==> src/rtl/mem_pkg.sv <==
// -----------------------------------------------------------------------------
// mem_pkg
// Encodings shared by the memory-access stage and the units that sit around
// it: access sizes, memory-stage states and the writeback-source select
// values. It also holds two small helpers for size handling.
// -----------------------------------------------------------------------------
package mem_pkg;

    // Access size as carried on SIZE_i (log2 of the byte count)
    typedef enum logic [1:0] {
        SZ_B = 2'd0,
        SZ_H = 2'd1,
        SZ_W = 2'd2,
        SZ_D = 2'd3
    } size_e;

    // Memory-stage sequencing
    typedef enum logic [1:0] {
        S_IDLE = 2'd0,
        S_REQ  = 2'd1,
        S_RESP = 2'd2
    } state_e;

    // Writeback-source select consumed by the writeback unit. The stage
    // only carries this value through to WB_SEL.
    typedef enum logic [1:0] {
        WB_ALU  = 2'd0,
        WB_MEM  = 2'd1,
        WB_PC   = 2'd2,
        WB_LINK = 2'd3
    } wb_sel_e;

    // A 32-bit bus has no dword lane: a dword request behaves as a word.
    function automatic logic [1:0] eff_size(input logic [1:0] size, input int data_w);
        if ((data_w == 32) && (size == SZ_D))
            return SZ_W;
        return size;
    endfunction

    // Low-offset bits that must be zero for an access of this size to be aligned.
    function automatic logic [2:0] align_mask(input logic [1:0] size);
        return 3'((4'd1 << size) - 4'd1);
    endfunction

endpackage

==> src/rtl/mem_lane_align.sv <==
// -----------------------------------------------------------------------------
// mem_lane_align
// Combinational byte-lane steering for the memory-access stage.
//   Store path: offset + size -> byte strobes, low bytes of store data
//               replicated across every lane of the bus.
//   Load path:  read data + offset + size + zero_ext -> field selected at the
//               offset and sign- or zero-extended to DATA_W.
// Ports:
//   off       in   byte offset within the bus word (already size-aligned)
//   size      in   effective access size (SZ_D never reaches a 32-bit bus)
//   zero_ext  in   1 = zero-extend the load field, 0 = sign-extend
//   st_data   in   store data (rt)
//   ld_data   in   raw read data from memory
//   wstrb     out  byte strobes
//   wdata     out  lane-replicated store data
//   ld_ext    out  aligned and extended load data
// -----------------------------------------------------------------------------
module mem_lane_align
    import mem_pkg::*;
#(
    parameter int DATA_W = 32
) (
    input  logic [$clog2(DATA_W/8)-1:0] off,
    input  logic [1:0]                  size,
    input  logic                        zero_ext,
    input  logic [DATA_W-1:0]           st_data,
    input  logic [DATA_W-1:0]           ld_data,
    output logic [DATA_W/8-1:0]         wstrb,
    output logic [DATA_W-1:0]           wdata,
    output logic [DATA_W-1:0]           ld_ext
);

    localparam int STRB_W = DATA_W / 8;

    // ---------------- store path ----------------
    logic [STRB_W-1:0] strb_base;

    always_comb begin
        case (size)
            SZ_B:    strb_base = STRB_W'(8'h01);
            SZ_H:    strb_base = STRB_W'(8'h03);
            SZ_W:    strb_base = STRB_W'(8'h0F);
            default: strb_base = '1;
        endcase
    end

    assign wstrb = strb_base << off;

    // Each lane takes the store byte whose index is the lane number modulo
    // the access size, so any legal offset finds its data in place.
    generate
        for (genvar gi = 0; gi < STRB_W; gi++) begin : g_lane
            logic [7:0] lane_byte;
            always_comb begin
                case (size)
                    SZ_B:    lane_byte = st_data[7:0];
                    SZ_H:    lane_byte = st_data[(gi % 2)*8 +: 8];
                    SZ_W:    lane_byte = st_data[(gi % 4)*8 +: 8];
                    default: lane_byte = st_data[(gi % 8)*8 +: 8];
                endcase
            end
            assign wdata[gi*8 +: 8] = lane_byte;
        end
    endgenerate

    // ---------------- load path ----------------
    logic [DATA_W-1:0] shifted;
    logic [DATA_W-1:0] field_mask;
    logic [DATA_W-1:0] sign_pos;
    logic              sign_bit;
    int                nbits;

    // Shift the addressed field down to bit 0, then build a mask for the
    // field width and a one-hot pointer at its top bit for the sign.
    always_comb begin
        shifted    = ld_data >> {off, 3'b000};
        nbits      = 8 << size;
        field_mask = '0;
        sign_pos   = '0;
        for (int i = 0; i < DATA_W; i++) begin
            field_mask[i] = (i < nbits);
            sign_pos[i]   = (i == nbits - 1);
        end
        sign_bit = ~zero_ext & (|(shifted & sign_pos));
        ld_ext   = (shifted & field_mask) | (sign_bit ? ~field_mask : '0);
    end

endmodule

==> src/rtl/mem_access_stage.sv <==
// -----------------------------------------------------------------------------
// mem_access_stage
// Memory stage between EX and the writeback unit. Captures the EX bundle on
// acceptance, runs a request/grant/response data-memory transaction for loads
// and stores, and retires each instruction as a single registered wb_valid
// beat. Non-memory instructions retire the cycle after acceptance at one per
// cycle.
//
// Optional feature (macro MEM_ALIGN_CHK_EN):
//   defined   - a misaligned access issues no memory request and retires next
//               cycle with misalign=1, regWr=0.
//   undefined - misalign is tied 0; the lane offset is forced down to the
//               access-size alignment.
//
// Ports:
//   clk, rst_n            clock, asynchronous active-low reset
//   in_valid / in_ready   EX handshake (in_ready low stalls EX)
//   memAddr_i..WB_SEL_i   EX bundle: address, store data, ALU result,
//                         destination, write enable, load/store, size,
//                         unsigned, writeback select
//   mem_req..mem_wstrb    data-memory request (held until mem_gnt)
//   mem_gnt, mem_rvalid,
//   mem_rdata             data-memory grant and read response
//   wb_valid..misalign    registered writeback beat
// -----------------------------------------------------------------------------
module mem_access_stage
    import mem_pkg::*;
#(
    parameter int DATA_W  = 32,
    parameter int ADDR_W  = 32,
    parameter int REG_AW  = 5,
    parameter int WBSEL_W = 2
) (
    input  logic                clk,
    input  logic                rst_n,
    input  logic                in_valid,
    output logic                in_ready,
    input  logic [ADDR_W-1:0]   memAddr_i,
    input  logic [DATA_W-1:0]   memData_i,
    input  logic [DATA_W-1:0]   regcData_i,
    input  logic [REG_AW-1:0]   regcAddr_i,
    input  logic                regcWr_i,
    input  logic                R_MEM_EN_i,
    input  logic                W_MEM_EN_i,
    input  logic [1:0]          SIZE_i,
    input  logic                UNSIGNED_i,
    input  logic [WBSEL_W-1:0]  WB_SEL_i,
    output logic                mem_req,
    output logic                mem_we,
    output logic [ADDR_W-1:0]   mem_addr,
    output logic [DATA_W-1:0]   mem_wdata,
    output logic [DATA_W/8-1:0] mem_wstrb,
    input  logic                mem_gnt,
    input  logic                mem_rvalid,
    input  logic [DATA_W-1:0]   mem_rdata,
    output logic                wb_valid,
    output logic                regWr,
    output logic [REG_AW-1:0]   regAddr,
    output logic [DATA_W-1:0]   regData,
    output logic [WBSEL_W-1:0]  WB_SEL,
    output logic                misalign
);

    localparam int STRB_W = DATA_W / 8;
    localparam int OFF_W  = $clog2(STRB_W);

    // ---------------- state and holding register ----------------
    state_e              state_reg, state_next;
    logic                capture;

    logic [ADDR_W-1:0]   h_addr_reg;
    logic [DATA_W-1:0]   h_wdata_reg;
    logic [DATA_W-1:0]   h_rcdata_reg;
    logic [REG_AW-1:0]   h_rcaddr_reg;
    logic                h_rcwr_reg;
    logic                h_store_reg;
    logic                h_unsigned_reg;
    logic [1:0]          h_size_reg;
    logic [WBSEL_W-1:0]  h_wbsel_reg;

    // ---------------- writeback registers ----------------
    logic                wb_valid_reg,  wb_valid_next;
    logic                reg_wr_reg,    reg_wr_next;
    logic [REG_AW-1:0]   reg_addr_reg,  reg_addr_next;
    logic [DATA_W-1:0]   reg_data_reg,  reg_data_next;
    logic [WBSEL_W-1:0]  wb_sel_reg,    wb_sel_next;
    logic                misalign_reg,  misalign_next;

    // ---------------- input decode ----------------
    logic       in_is_mem;
    logic       in_misalign;
    logic [1:0] in_size;

    assign in_is_mem = R_MEM_EN_i | W_MEM_EN_i;
    assign in_size   = eff_size(SIZE_i, DATA_W);

`ifdef MEM_ALIGN_CHK_EN
    logic [2:0] in_off;
    assign in_off      = 3'(memAddr_i[OFF_W-1:0]);
    assign in_misalign = in_is_mem && ((in_off & align_mask(in_size)) != 3'd0);
`else
    assign in_misalign = 1'b0;
`endif

    // ---------------- lane steering ----------------
    logic [OFF_W-1:0]  off_eff;
    logic [STRB_W-1:0] lane_wstrb;
    logic [DATA_W-1:0] lane_wdata;
    logic [DATA_W-1:0] load_ext;

`ifdef MEM_ALIGN_CHK_EN
    // Misaligned accesses never reach REQ, so the held offset is already aligned.
    assign off_eff = h_addr_reg[OFF_W-1:0];
`else
    assign off_eff = h_addr_reg[OFF_W-1:0] & ~OFF_W'(align_mask(h_size_reg));
`endif

    mem_lane_align #(
        .DATA_W (DATA_W)
    ) u_lane_align (
        .off      (off_eff),
        .size     (h_size_reg),
        .zero_ext (h_unsigned_reg),
        .st_data  (h_wdata_reg),
        .ld_data  (mem_rdata),
        .wstrb    (lane_wstrb),
        .wdata    (lane_wdata),
        .ld_ext   (load_ext)
    );

    // ---------------- memory port ----------------
    // Driven straight from the state register so the request drops the
    // moment reset is asserted, and every field is zero while idle.
    assign in_ready  = (state_reg == S_IDLE);
    assign mem_req   = (state_reg == S_REQ);
    assign mem_we    = mem_req & h_store_reg;
    assign mem_addr  = mem_req ? {h_addr_reg[ADDR_W-1:OFF_W], {OFF_W{1'b0}}} : '0;
    assign mem_wdata = mem_req ? lane_wdata : '0;
    assign mem_wstrb = mem_req ? lane_wstrb : '0;

    // ---------------- next state / writeback ----------------
    always_comb begin
        state_next    = state_reg;
        capture       = 1'b0;
        wb_valid_next = 1'b0;
        reg_wr_next   = 1'b0;
        misalign_next = 1'b0;
        reg_addr_next = reg_addr_reg;
        reg_data_next = reg_data_reg;
        wb_sel_next   = wb_sel_reg;

        case (state_reg)
            S_IDLE: begin
                if (in_valid) begin
                    capture = 1'b1;
                    if (in_misalign) begin
                        wb_valid_next = 1'b1;
                        misalign_next = 1'b1;
                        reg_addr_next = regcAddr_i;
                        reg_data_next = regcData_i;
                        wb_sel_next   = WB_SEL_i;
                    end else if (in_is_mem) begin
                        state_next = S_REQ;
                    end else begin
                        wb_valid_next = 1'b1;
                        reg_wr_next   = regcWr_i;
                        reg_addr_next = regcAddr_i;
                        reg_data_next = regcData_i;
                        wb_sel_next   = WB_SEL_i;
                    end
                end
            end

            S_REQ: begin
                if (mem_gnt) begin
                    if (h_store_reg) begin
                        state_next    = S_IDLE;
                        wb_valid_next = 1'b1;
                        reg_addr_next = h_rcaddr_reg;
                        reg_data_next = h_rcdata_reg;
                        wb_sel_next   = h_wbsel_reg;
                    end else if (mem_rvalid) begin
                        state_next    = S_IDLE;
                        wb_valid_next = 1'b1;
                        reg_wr_next   = h_rcwr_reg;
                        reg_addr_next = h_rcaddr_reg;
                        reg_data_next = load_ext;
                        wb_sel_next   = h_wbsel_reg;
                    end else begin
                        state_next = S_RESP;
                    end
                end
            end

            S_RESP: begin
                if (mem_rvalid) begin
                    state_next    = S_IDLE;
                    wb_valid_next = 1'b1;
                    reg_wr_next   = h_rcwr_reg;
                    reg_addr_next = h_rcaddr_reg;
                    reg_data_next = load_ext;
                    wb_sel_next   = h_wbsel_reg;
                end
            end

            default: state_next = S_IDLE;
        endcase
    end

    // ---------------- registers ----------------
    always_ff @(posedge clk or negedge rst_n) begin
        if (!rst_n) begin
            state_reg    <= S_IDLE;
            wb_valid_reg <= 1'b0;
            reg_wr_reg   <= 1'b0;
            reg_addr_reg <= '0;
            reg_data_reg <= '0;
            wb_sel_reg   <= '0;
            misalign_reg <= 1'b0;
        end else begin
            state_reg    <= state_next;
            wb_valid_reg <= wb_valid_next;
            reg_wr_reg   <= reg_wr_next;
            reg_addr_reg <= reg_addr_next;
            reg_data_reg <= reg_data_next;
            wb_sel_reg   <= wb_sel_next;
            misalign_reg <= misalign_next;
        end
    end

    // Store beats load when both enables are set.
    always_ff @(posedge clk or negedge rst_n) begin
        if (!rst_n) begin
            h_addr_reg     <= '0;
            h_wdata_reg    <= '0;
            h_rcdata_reg   <= '0;
            h_rcaddr_reg   <= '0;
            h_rcwr_reg     <= 1'b0;
            h_store_reg    <= 1'b0;
            h_unsigned_reg <= 1'b0;
            h_size_reg     <= 2'd0;
            h_wbsel_reg    <= '0;
        end else if (capture) begin
            h_addr_reg     <= memAddr_i;
            h_wdata_reg    <= memData_i;
            h_rcdata_reg   <= regcData_i;
            h_rcaddr_reg   <= regcAddr_i;
            h_rcwr_reg     <= regcWr_i;
            h_store_reg    <= W_MEM_EN_i;
            h_unsigned_reg <= UNSIGNED_i;
            h_size_reg     <= in_size;
            h_wbsel_reg    <= WB_SEL_i;
        end
    end

    assign wb_valid = wb_valid_reg;
    assign regWr    = reg_wr_reg;
    assign regAddr  = reg_addr_reg;
    assign regData  = reg_data_reg;
    assign WB_SEL   = wb_sel_reg;
    assign misalign = misalign_reg;

endmodule
==> config.mk <==
export PLATFORM = sky130hd
export DESIGN_NAME = mem_access_stage
export DESIGN_NICKNAME = d
export VERILOG_FILES = /design/src/rtl/mem_pkg.sv /design/src/rtl/mem_lane_align.sv /design/src/rtl/mem_access_stage.sv
export SDC_FILE = /design/constraint.sdc
export NUM_CORES = 1
export LEC_CHECK = 0
export ABC_CLOCK_PERIOD_IN_PS = 4800
export CAP_MARGIN = 30
export CORE_UTILIZATION = 45
export CTS_BUF_LIST = sky130_fd_sc_hd__clkbuf_4 sky130_fd_sc_hd__clkbuf_8 sky130_fd_sc_hd__clkbuf_16
export DETAILED_ROUTE_END_ITERATION = 8
export PLACE_DENSITY = 0.85
export SLEW_MARGIN = 25
export SYNTH_ARGS = -nofsm -noshare
export SYNTH_HDL_FRONTEND = slang
export SYNTH_HIERARCHICAL = 1
export SYNTH_SLANG_ARGS = --single-unit
==> constraint.sdc <==
create_clock -name clk -period 4.8 [get_ports clk]
set_input_delay 0.96 -clock clk [delete_from_list [all_inputs] [get_ports clk]]
set_output_delay 0.96 -clock clk [all_outputs]
set_load 0.01 [all_outputs]
==> metrics.md <==
| Metric | Value |
|---|---|
| GR Util All Layers | 0.249 |
| DP Wirelength | 17000 um |
| Power per cell area | 766 nW/um2 |
| Synth-to-layout area growth | 37.0% |
| CTS resizes | 0 |
| Share of the synthesized area in the top cell type | 0.427 |
| Synth Area in XOR/XNOR | 0.000989 |
| Leakage Power | 4.98 nW |
| Hold crit path type | reg -> reg |
| Cell Count, Final, Fillers Out | 1283 |
| Fraction of registers with async set/reset | 1.00 |
| Worst-path fanout max | 18 |
| WL/cell | 19.4 um |
| RSZ-0062 raised after global routing | no |
| Worst-margin pin slew | 0.952 ns |
| Root buffer cell | clkbuf_16 |
| Worst rel slew slack | 0.364 |
| Top cells by area, synth | dfrtp_1 43%, mux2_2 20%, a221oi_2 5.1% |
| Gate Count Post-Synth | 790 |
| First-pass iteration count of the detailed router | 5 |
| Placed Cells incl. Taps | 1247 |
| First-pass GRT wire length | 38700 um |
| Num rows | 50 |
| Yosys Warn Count | 6 |
| Max Slew Vio Count | 0 |
| Setup-failing EPs final | 0 |
| WP data required | 3.84 ns |
| Fmax achieved | 0.266 GHz |
| Initial Util | 0.466 |
| H-tree depth | 4 |
| Outcome | finished, final reports clean |
| Largest net degree at the start of global routing | 79 |
| Vias per inst | 5.49 |
| CTS Buffer Depth | 2 |
| Avg Inst Size Synth | 11.2 um2 |
| Synthesized area | 8860 um2 |
| Clk_lat worst skew | 0.42 ns |
| CTS buffer count | 17 |
| CP endpoint kind | output port |
| Final ANT Viol Nets | 0 |
| Antenna violations before repair | 4 |
| Crit start category | flip-flop |
| Final #Nets | 1159 |
| Top_reg_cell synth | dfrtp_1 |
| Fin. Hold Viols | 0 |
| Post-synthesis sequential area ratio | 0.427 |
| Number of global-route vias before repair | 6938 |
| Type of the worst setup path | reg -> out |
| Compound-Gate Fraction of Synth Area | 0.147 |
| Number of fill cells in the layout | 1555 |
| Vias | 7050 |
| I/O Pins | 259 |
| Congestion Overflow GR | 0 |
| Reg clk slew, reported paths | 0.06 ns |
| Die height | 142 um |
| Post-CTS Hold Fix Bufs | 0 |
| # DRC | 0 |
| Largest family of logic cells by synthesized area | multiplexers |
| Die area | 20200 um2 |
| Netlist cell types | 49 |
| Post-Route WL | 24800 um |
| Drt initial violations | 413 |
| EDFF count, synth | 0 |
| Port Buffers | 255 |
| CTS tree | built |
| Smallest hold slack | 0.499 ns |
| Post-synthesis mux area share | 0.232 |
| Post-synthesis simple-gate area fraction | 0.132 |
| Most frequent cells in the layout | 253 x clkdlybuf4s50_1, 160 x mux2_2, 151 x dfrtp_1 |
| Share of cells above drive strength 1 | 0.289 |
| Overall power | 9.29 mW |
| Post-Synth Adder-Cell Area | 0.00706 |
| Synth area leader | dfrtp_1 |
| Skew final | 0.00569 ns |
| Fin crit period | 3.76 ns |
| Routability cong. | 0.815 |
| Final core utilization | 0.638 |
| Num Clock Sinks | 151 |
| Setup Fix Bufs, Post-CTS | 0 |
| Most common cell after layout, fill and taps aside | clkdlybuf4s50_1 |
| Final worst path period share | 0.784 |
| Area of the core | 19000 um2 |
| FF+latch count, synth | 151 |
| VDD IR-drop max | 0.460 mV |
| Crit path DAT | 2.80 ns |
| TNS Setup | 0 ns |
| Max-Cap Viols | 0 |
| Die width | 142 um |
final cells by class:
type / count / area, um2 / area share
Clock inverter: 12 / 153 / 0.0126
Inverter: 8 / 30.0 / 0.00248
Sequential cell: 151 / 3780 / 0.312
Timing Repair Buffer: 270 / 2750 / 0.226
Clock buffer: 19 / 447 / 0.0368
Antenna cell: 3 / 7.51 / 0.000619
Multi-Input combinational cell: 560 / 4640 / 0.383
Tap cell: 260 / 325 / 0.0268
where the power goes:
| group | total, mW | switching (mW) | internal, mW | leakage, nW |
|---|---|---|---|---|
| Combinational | 5.52 | 2.71 | 2.82 | 2.88 |
| Sequential | 2.39 | 0.447 | 1.94 | 1.80 |
| Clock | 1.38 | 0.545 | 0.835 | 0.296 |
layer usage:
metal | share of wire | track usage
met1 | 0.41 | 0.325
met2 | 0.48 | 0.401
met3 | 0.083 | 0.0656
met4 | 0.022 | 0.0792
met5 | 0.00052 | 0
final timing paths:
kind	slack (ns)	cells after the start	startpoint	endpoint
min	0.50	1	h_addr_reg[16]	h_addr_reg[16]
min reg2reg	0.50	1	h_addr_reg[16]	h_addr_reg[16]
min in group asynchronous	0.58	1	rst_n	regData[14]
max in group asynchronous	3.14	2	rst_n	h_addr_reg[9]
max reg2reg	1.44	8	h_size_reg[1]	regData[13]
max	1.04	4	h_size_reg[1]	mem_wdata[8]
critical path, stage by stage (launching register included):
cell and delay [ns]:
dfrtp_1 0.53, nor2_2 0.81, mux2_2 0.41, and2_1 0.16, clkdlybuf4s50_1 0.48
metrics by stage:
step                      instance area [um2]  setup WS (ns)
final                                   12100           1.04
after global routing                    12100          0.854
after CTS                               12100           1.02
after detailed placement                11500           1.45
after global placement                  11400           1.46
after floorplan                          8870           1.88
cells by family (layout without fill, tap and decap cells):
family,after synthesis,after routing
xor gates and xnor gates,1,1
AOI/OAI and AO/OA,127,127
other,2,8
DFF,151,151
and+or+nand+nor,238,238
buffers and inverters,82,309
adders and majority gates,5,5
muxes,184,184
synthesized netlist by cell type (2+ instances only):
library cell	count
o31ai_1	10
mux2_4	3
inv_1	8
nand2_1	73
buf_1	5
nor3b_1	2
buf_2	27
and2_1	69
nor2b_1	10
a221oi_1	9
a211oi_1	15
ha_1	5
buf_4	14
dfrtp_1	151
conb_1	2
nand2b_1	3
nor3_1	2
or3_1	2
buf_8	3
mux2_2	160
mux2i_1	21
clkbuf_1	18
o31ai_2	29
nand2_2	12
a21oi_1	7
a221oi_2	30
buf_6	6
o21ai_0	14
nor2_1	60
Power figures use the tool's default switching activity.
